**src/rtl/inst_ram_ctrl.sv**
```systemverilog
// Instruction RAM controller: assembles a little-endian byte stream into 32-bit
// RAM writes and arbitrates the single read port between the IF stage and a monitor.
module inst_ram_ctrl #(
  parameter int IWIDTH = 12
) (
  input  logic              clk,
  input  logic              rst_n,
  input  logic              cpu_run_i,
  input  logic [IWIDTH-1:0] if_radr_i,
  input  logic              ld_start_i,
  input  logic [IWIDTH-1:0] ld_adr_i,
  input  logic              ld_valid_i,
  input  logic [7:0]        ld_byte_i,
  output logic              ld_err_o,
  output logic [IWIDTH:0]   ld_wcnt_o,
  input  logic              mon_req_i,
  input  logic [IWIDTH-1:0] mon_adr_i,
  output logic              mon_ack_o,
  output logic [31:0]       mon_rdata_o,
  output logic [IWIDTH-1:0] ram_radr_o,
  input  logic [31:0]       ram_rdata_i,
  output logic [IWIDTH-1:0] ram_wadr_o,
  output logic [31:0]       ram_wdata_o,
  output logic              ram_wen_o
);

  localparam logic [1:0] S_IDLE = 2'd0;
  localparam logic [1:0] S_RD   = 2'd1;
  localparam logic [1:0] S_CAP  = 2'd2;

  localparam logic [IWIDTH-1:0] ADR_ONE  = {{(IWIDTH-1){1'b0}}, 1'b1};
  localparam logic [IWIDTH:0]   WCNT_ONE = {{IWIDTH{1'b0}}, 1'b1};
  localparam logic [IWIDTH:0]   WCNT_MAX = {1'b1, {IWIDTH{1'b0}}};

  logic [1:0]        state_q, state_d;
  logic [1:0]        bcnt_q, bcnt_d;
  logic [IWIDTH-1:0] wptr_q, wptr_d;
  logic [23:0]       lanes_q, lanes_d;
  logic [IWIDTH:0]   wcnt_q, wcnt_d;
  logic              err_q, err_d;
  logic              wen_q, wen_d;
  logic [IWIDTH-1:0] wadr_q, wadr_d;
  logic [31:0]       wdata_q, wdata_d;
  logic              ack_q, ack_d;
  logic [31:0]       rdata_q, rdata_d;
  logic              wait_low_q, wait_low_d;

  // ld_start takes effect before a byte arriving in the same cycle
  logic [1:0]        bcnt_eff;
  logic [IWIDTH-1:0] wptr_eff;
  logic [IWIDTH:0]   wcnt_eff;
  logic              byte_acc;

  assign bcnt_eff = ld_start_i ? 2'd0 : bcnt_q;
  assign wptr_eff = ld_start_i ? ld_adr_i : wptr_q;
  assign wcnt_eff = ld_start_i ? '0 : wcnt_q;
  assign byte_acc = ld_valid_i & ~cpu_run_i;

  always_comb begin
    bcnt_d  = bcnt_eff;
    wptr_d  = wptr_eff;
    wcnt_d  = wcnt_eff;
    err_d   = ld_start_i ? 1'b0 : err_q;
    lanes_d = lanes_q;
    wen_d   = 1'b0;
    wadr_d  = wadr_q;
    wdata_d = wdata_q;
    if (ld_valid_i && cpu_run_i) begin
      err_d = 1'b1;
    end
    if (byte_acc) begin
      bcnt_d = bcnt_eff + 2'd1;
      if (bcnt_eff == 2'd3) begin
        wen_d   = 1'b1;
        wadr_d  = wptr_eff;
        wdata_d = {ld_byte_i, lanes_q};
        wptr_d  = wptr_eff + ADR_ONE;
        if (wcnt_eff != WCNT_MAX) begin
          wcnt_d = wcnt_eff + WCNT_ONE;
        end
      end else begin
        lanes_d[{bcnt_eff, 3'b000} +: 8] = ld_byte_i;
      end
    end
  end

  // A pending word write wins the cycle; the read starts the cycle after.
  always_comb begin
    state_d    = state_q;
    ack_d      = 1'b0;
    rdata_d    = rdata_q;
    wait_low_d = wait_low_q & mon_req_i;
    case (state_q)
      S_IDLE: begin
        if (mon_req_i && !cpu_run_i && !wen_q && !wait_low_q) begin
          state_d = S_RD;
        end
      end
      S_RD: begin
        state_d = cpu_run_i ? S_IDLE : S_CAP;
      end
      S_CAP: begin
        state_d = S_IDLE;
        if (!cpu_run_i) begin
          rdata_d    = ram_rdata_i;
          ack_d      = 1'b1;
          wait_low_d = 1'b1;
        end
      end
      default: state_d = S_IDLE;
    endcase
  end

  always_ff @(posedge clk or negedge rst_n) begin
    if (!rst_n) begin
      state_q    <= S_IDLE;
      bcnt_q     <= 2'd0;
      wptr_q     <= '0;
      lanes_q    <= '0;
      wcnt_q     <= '0;
      err_q      <= 1'b0;
      wen_q      <= 1'b0;
      wadr_q     <= '0;
      wdata_q    <= '0;
      ack_q      <= 1'b0;
      rdata_q    <= '0;
      wait_low_q <= 1'b0;
    end else begin
      state_q    <= state_d;
      bcnt_q     <= bcnt_d;
      wptr_q     <= wptr_d;
      lanes_q    <= lanes_d;
      wcnt_q     <= wcnt_d;
      err_q      <= err_d;
      wen_q      <= wen_d;
      wadr_q     <= wadr_d;
      wdata_q    <= wdata_d;
      ack_q      <= ack_d;
      rdata_q    <= rdata_d;
      wait_low_q <= wait_low_d;
    end
  end

  assign ram_radr_o  = (state_q == S_RD && !cpu_run_i) ? mon_adr_i : if_radr_i;
  assign ram_wen_o   = wen_q;
  assign ram_wadr_o  = wadr_q;
  assign ram_wdata_o = wdata_q;
  assign ld_err_o    = err_q;
  assign ld_wcnt_o   = wcnt_q;
  assign mon_ack_o   = ack_q;
  assign mon_rdata_o = rdata_q;

endmodule

```
**config.mk**
```make
export PLATFORM = sky130hd
export DESIGN_NAME = inst_ram_ctrl
export DESIGN_NICKNAME = d
export VERILOG_FILES = /design/src/rtl/inst_ram_ctrl.sv
export SDC_FILE = /design/constraint.sdc
export NUM_CORES = 1
export LEC_CHECK = 0
export ABC_AREA = 0
export CAP_MARGIN = 40
export CORE_MARGIN = 4
export CORE_UTILIZATION = 37
export CTS_CLUSTER_DIAMETER = 60
export DETAILED_ROUTE_END_ITERATION = 10
export PLACE_DENSITY = 0.66
export SYNTH_ARGS = -nofsm -noshare
export SYNTH_HDL_FRONTEND = slang
export SYNTH_SLANG_ARGS = --single-unit
```
**constraint.sdc**
```tcl
create_clock -name clk -period 4 [get_ports clk]
set_input_delay 0.8 -clock clk [delete_from_list [all_inputs] [get_ports clk]]
set_output_delay 0.8 -clock clk [all_outputs]
set_load 0.02 [all_outputs]
```
-- After elaboration in Yosys (flattened, before gate mapping)
Cells that the tools add are included.
- register bits: 133
- input port bits: 82
- add/subtract/negate cells: 4
- eq/ne operators: 5
- shift-type cells: 2
- multiplexer cells: 22
- bitwise operators: 4
- reductions and logical operators: 13
- operator list (cell ; number):
    13-bit 2-to-1 mux ; 4
    12-bit 2-to-1 mux ; 4
    24-bit bitwise mux ; 1
    8-bit by 7-bit variable shift with 24-bit output, first input constant ; 1
    8-bit by 7-bit indexed part select with 24-bit output ; 1
    13-bit by 1-bit adder with 13-bit output, second input constant ; 1
    13-bit != test, second input constant ; 1
    12-bit by 1-bit adder with 12-bit output, second input constant ; 1
    1-bit 2-to-1 mux ; 8
    2-bit 2-to-1 mux ; 4
    5-bit negator with 7-bit output ; 1
    2-bit AND reduction ; 3
    1-bit logical AND ; 5
    2-bit == test, second input constant ; 2
    2-bit one-hot mux with 2 select lines ; 1
    1-bit zero test ; 3
    2-bit by 1-bit adder with 2-bit output, second input constant ; 1
    1-bit AND ; 2
    2-bit by 1-bit == test with 1-bit output, second input constant ; 1
    2-bit zero test ; 1
    2-bit != test, second input constant ; 1
    1-bit inverter ; 2
    2-bit nonzero test ; 1

-- Depth between registers and ports, before layout
- depth in word-level cells: 6
- gate-level depth with buffers: 12

-- Least setup slack after synthesis
OpenSTA, ideal clock, no wires.
- path kind: input-to-reg
- start point: input port ld_start_i
- end point: register wcnt_q[10], in the netlist ld_wcnt_o[10]
- setup time: 0.078 ns
- arrival: 2.850 ns
- setup slack: 1.072 ns
- stages: 10
- path buffers: 3
- cells stage by stage: buf_4 buf_6 buf_2 nand2b_1 inv_1 ha_1 nand3b_4 or4_4 or3_1 a21oi_1
- word-level cells in the longest chain between the ends: 5
- ends and longest elaborated chain (element ; line ; source):
    from (decl) ; 10 ; input logic ld_start_i,
    13-bit 2-to-1 mux ; 56 ; assign wcnt_eff = ld_start_i ? '0 : wcnt_q;
    13-bit by 1-bit adder with 13-bit output / 13-bit != test (equally long branches) ; 79, 78 ;
    13-bit 2-to-1 mux ; 78 ; if (wcnt_eff != WCNT_MAX) begin
    13-bit 2-to-1 mux ; 73 ; if (bcnt_eff == 2'd3) begin
    13-bit 2-to-1 mux * ; 71 ; if (byte_acc) begin
    net wcnt_d[10] ; 39 ; logic [IWIDTH:0] wcnt_q, wcnt_d;
    to (signal assigned) ; 133 ; wcnt_q <= wcnt_d;
    to (decl) ; 39 ;
The timed path passes the listed nets; every way through them passes the cells marked *.
A chain may end at the register's enable or synchronous reset.

-- Final worst setup path
- start point: input port cpu_run_i
- end point: output port ram_radr_o[5]
- word-level cells in the longest chain between the ends: 3
- ends and longest elaborated chain (element ; line ; source):
    from (decl) ; 8 ; input logic cpu_run_i,
    1-bit zero test ; 144 ; assign ram_radr_o = (state_q == S_RD && !cpu_run_i) ? mon_adr_i : if_radr_i;
    1-bit logical AND ; 144 ;
    12-bit 2-to-1 mux ; 144 ;
    to (decl) ; 20 ; output logic [IWIDTH-1:0] ram_radr_o,
No other way between the ends.

==> impl.org <==
** Floorplanning
- The die is approximately 130 um tall.
- The floorplan step defined a die boundary enclosing ~18000 um2.
- Once the floorplan was initialized, standard cells occupied between 30% and 40% of the core.
- Die span in x :: 132.8 um
- For this design the top-level I/O count stands at approximately 190.
- In this run the core area contains 45 standard-cell rows.
- The total area inside the core boundary comes to 15200 um2.

** Critical path
- Kind of end point of the critical path :: primary output
- Standard cell with the maximum stage delay on the critical path :: sky130_fd_sc_hd__clkdlybuf4s50_1
- For the worst setup path, the data required time is between 3000 and 4000 ps.
- STA classifies the critical path startpoint as an input pin.
- Count of buffering cells on the critical path with inverters included :: 3
- R2R setup slack :: between 1000 and 1500 ps
- Most common cell on crit path :: sky130_fd_sc_hd__clkdlybuf4s50_1
- Largest driver fanout on the critical path :: 13
- For this run, the slowest stage of the critical path takes 540 ps.
- The signal on the critical path passes through clkdlybuf4s50_1 -> nor3b_2 -> buf_4 -> mux2_2 -> clkdlybuf4s50_1.
- The worst register-to-register path ends at wptr_q[11]$_DFF_PN0_.
- On the critical path the largest part of the delay comes from buffers and inverters.
- The worst setup path is of the input pin to primary output kind.
- For the worst flop-to-flop path, the logic depth is 8.
- Signal arrival time at the worst endpoint :: approximately 2500 ps
- In this run the critical register-to-register path is launched from bcnt_q[0]$_DFF_PN0_.

** Finish
- Net count of the finished layout :: between 800 and 900
- The repair_antennas step left the layout with diodes totalling 0.
- Compared with the post-synthesis result, the final layout area differs by 46.93%.
- The layout has about 1300 filler cells.
- In the final layout, the share of cells above drive strength 1 is between 10% and 20%.

** Global route
- GRT Resource Usage Total :: between 15 and 20%
- Met1 track demand over resource in global routing :: between 20% and 30%
- Pin count of the biggest net entering global routing :: between 80 and 90
- Met3 Resource Use GR :: ~6.3%
- Number of global-route vias before repair :: ~4800
- Summed over all layers, the global routing overflow is 0.
- Met2 Track Usage GR :: between 20% and 30%
- Most heavily used metal layer in global routing :: met2
- Number of antenna violations at the first check in global routing :: 0
- First-pass GRT wire length :: approximately 23000 um

** Yosys
- Share of the synthesized area in the top cell type :: ~58%
- In the synthesized netlist the dominant register cell turns out to be sky130_fd_sc_hd__dfrtp_1.
- Synthesis warning total :: 0
- Mean instance size in the synthesized netlist :: 10.67 um2
- Synthesis produced a netlist with a net count of between 600 and 700.
- Leading cell type by number of instances after synthesis :: sky130_fd_sc_hd__nand2_1
- Most frequent cells after synthesis :: sky130_fd_sc_hd__nand2_1, sky130_fd_sc_hd__dfrtp_1, sky130_fd_sc_hd__mux2_2, sky130_fd_sc_hd__o21ai_0, sky130_fd_sc_hd__xor2_1
- Yosys attributes the largest share of cell area to sky130_fd_sc_hd__dfrtp_1, sky130_fd_sc_hd__nand2_1, sky130_fd_sc_hd__mux2_2.
- Of all flip-flops after synthesis, the portion carrying an async set or reset was 100.0%.
- Library cell occupying the most area in the post-synthesis netlist :: sky130_fd_sc_hd__dfrtp_1
- The synthesized netlist occupies a cell area of around 5800 um2.
- Portion of the post-synthesis area used by sequential elements :: 57.76%
- Number of unique standard cell types used by synthesis :: 39
- Counting flops and latches in the post-synthesis netlist gives around 130.
- Post-Syn Instances :: 540
- In this run, synthesis inferred 0 flip-flops with an integrated enable.

** Clock network
- # resized after CTS :: 0
- At the later pin of the worst-skew pair, clock insertion delay measures 410 ps.
- TritonCTS built the clock tree.
- The clock passes through at most 2 buffers.
- In this run, CTS created clock tree buffers numbering 17.
- The H-tree was split into 4 levels.
- In this run the clock root is driven by a sky130_fd_sc_hd__clkbuf_16.
- Sinks on the clock net :: around 130
- For this design, the CTS-stage hold fixing added 0 buffers.
- Once the clock tree was built, the setup fixing pass inserted 0 buffers.
- After clock tree synthesis, the clock-pin slew on the worst setup and hold paths is about 60 ps.

** STA
- Sum of negative setup slack :: 0 ps
- The routed design could run at a clock period as short as between 3000 and 4000 ps.
- The final count of pins violating max slew was 0.
- Minimum setup slack in the final design :: between 600 and 700 ps
- In this run the tightest slew margin relative to its limit is a little under half.
- The final critical path takes up a little over four fifths of the cycle.
- Pin slew with the least headroom to its limit :: ~800 ps
- Setup repair after global routing left no endpoint under its margin.
- Peak clock frequency supported by timing :: approximately 300 MHz
- Clock skew :: about 7.2 ps
- Hold Vio Cnt, Final :: 0
- Total of endpoints with negative setup slack in the final report :: 0

** Placement
- HPWL after DPL :: ~10000 um
- Input and output buffers added on the ports amount to ~190.
- OpenSTA, run right after detailed placement, puts the worst setup slack at approximately 640 ps.
- GP Congestion :: 0.7644

** Detailed routing
- After detailed routing, the total wire length is ~14000 um.
- Detailed-route via count :: around 4500
- Count of routing violations after the opening detailed-route iteration :: between 150 and 200
- In this run the remaining antenna-violating nets after routing total 0.
- For this run, design rule violations remaining after detail routing come to 0.
- Routed wire per std cell :: ~15 um
- The first detailed-routing pass took 4 iterations.
- Dividing the detail-routed via count by the number of cells gives 4.877.

** Flow run
- Max-cap violations in this run came to 0.

** Power
- In this run the static leakage power is roughly 3.8 nW.
- Worst voltage drop across the vdd grid :: ~260 uV
- Power density normalized to cell area :: ~480 nW/um2

** Worst hold path
- Kind of path behind the tightest hold check :: input pin to async pin

** Status
- The flow ran to the end, and the final reports show no timing, DRC or antenna violations.
## through the flow
step           instances  hold slack, ps  area [um2]  power (mW)  utilization (%)
3_3_place_gp         900           454.9        7823       2.381            51.46
4_1_cts              932           473.3        8466       4.097            55.69
2_1_floorplan        540           417.9        5762       1.961                -
6_report             932           429.8        8466       4.039            55.69
5_1_grt              932           489.0        8466       4.222            55.69
3_5_place_dp         900           458.8        7823       2.400            51.46
## kinds of logic (layout without fill, tap and decap cells)
logic type,count (synthesis),in the layout,share of synthesized area [%]
flops,133,133,57.76
buf+inv,29,233,2.215
fa+ha+maj,7,7,1.520
compound gates,50,50,4.604
xor+xnor,25,25,3.800
mux,61,61,11.62
simple gates,235,235,18.48
## layout make-up
type	count	area [um2]	share of cell area, %
Multi-Input combinational cell	378	2317	27.37
Clock buffer	21	470.5	5.557
Sequential cell	133	3328	39.31
Tap cell	188	235.2	2.779
Inverter	7	26.28	0.3104
Timing Repair Buffer	194	1916	22.63
Clock inverter	11	172.7	2.040
## flip-flops by register name, summed over array words and instances, names as in the netlist
name and cells:
ld_wcnt_o 13, ram_wdata_o 32, lanes_q 24, mon_rdata_o 32
wptr_q 12, wait_low_q 1, ram_wadr_o 12, bcnt_q 2
ram_wen_o 1, state_q 2, ld_err_o 1, mon_ack_o 1
## layout by cell type (no fill, tap or decap), drive strengths merged, types with 4 or more instances in the layout
cell           synthesis  final
ha                     7      7
dfrtp                133    133
clkdlybuf4s50          0    183
o21ai                 38     38
nor3b                  7      7
nand2                172    172
xnor2                 10     10
buf                   10     11
inv                    7      8
nand2b                 5      5
xor2                  15     15
mux2                  47     47
nand3                  7      7
nor2b                  4      4
a21oi                  5      5
clkinv                 0      5
nand4                  4      4
nor2                  13     13
mux2i                 14     14
bufinv                 0      4
clkbuf                12     21
nand3b                 4      4
nor4                   4      4
## metal layers
metal | vias to the layer above | share of wire [%]
li1 | 2184 | -
met1 | 2182 | 44
met2 | 164 | 46
met3 | 15 | 8.0
met4 | 0 | 1.2
met5 | - | 0
## worst max-delay path by stage
| stage | endpoint | slack [ps] | start | cells past startpoint |
|---|---|---|---|---|
| global route | ram_radr_o[9] | 550 | cpu_run_i | 5 |
| global placement | ram_radr_o[10] | 680 | cpu_run_i | 5 |
| floorplan | ld_wcnt_o[10]$_DFF_PN0_ | 1070 | ld_start_i | 10 |
| detailed placement | ram_radr_o[5] | 640 | cpu_run_i | 5 |
| CTS | ram_radr_o[5] | 630 | cpu_run_i | 5 |
| finish | ram_radr_o[5] | 660 | cpu_run_i | 5 |
## where the power goes
part	total [mW]	internal, mW	switching (mW)
sequential	1.58	1.50	0.0776
combinational	0.787	0.416	0.371
clock	1.67	1.10	0.578
Note: power is estimated with default switching activity, not from simulation.
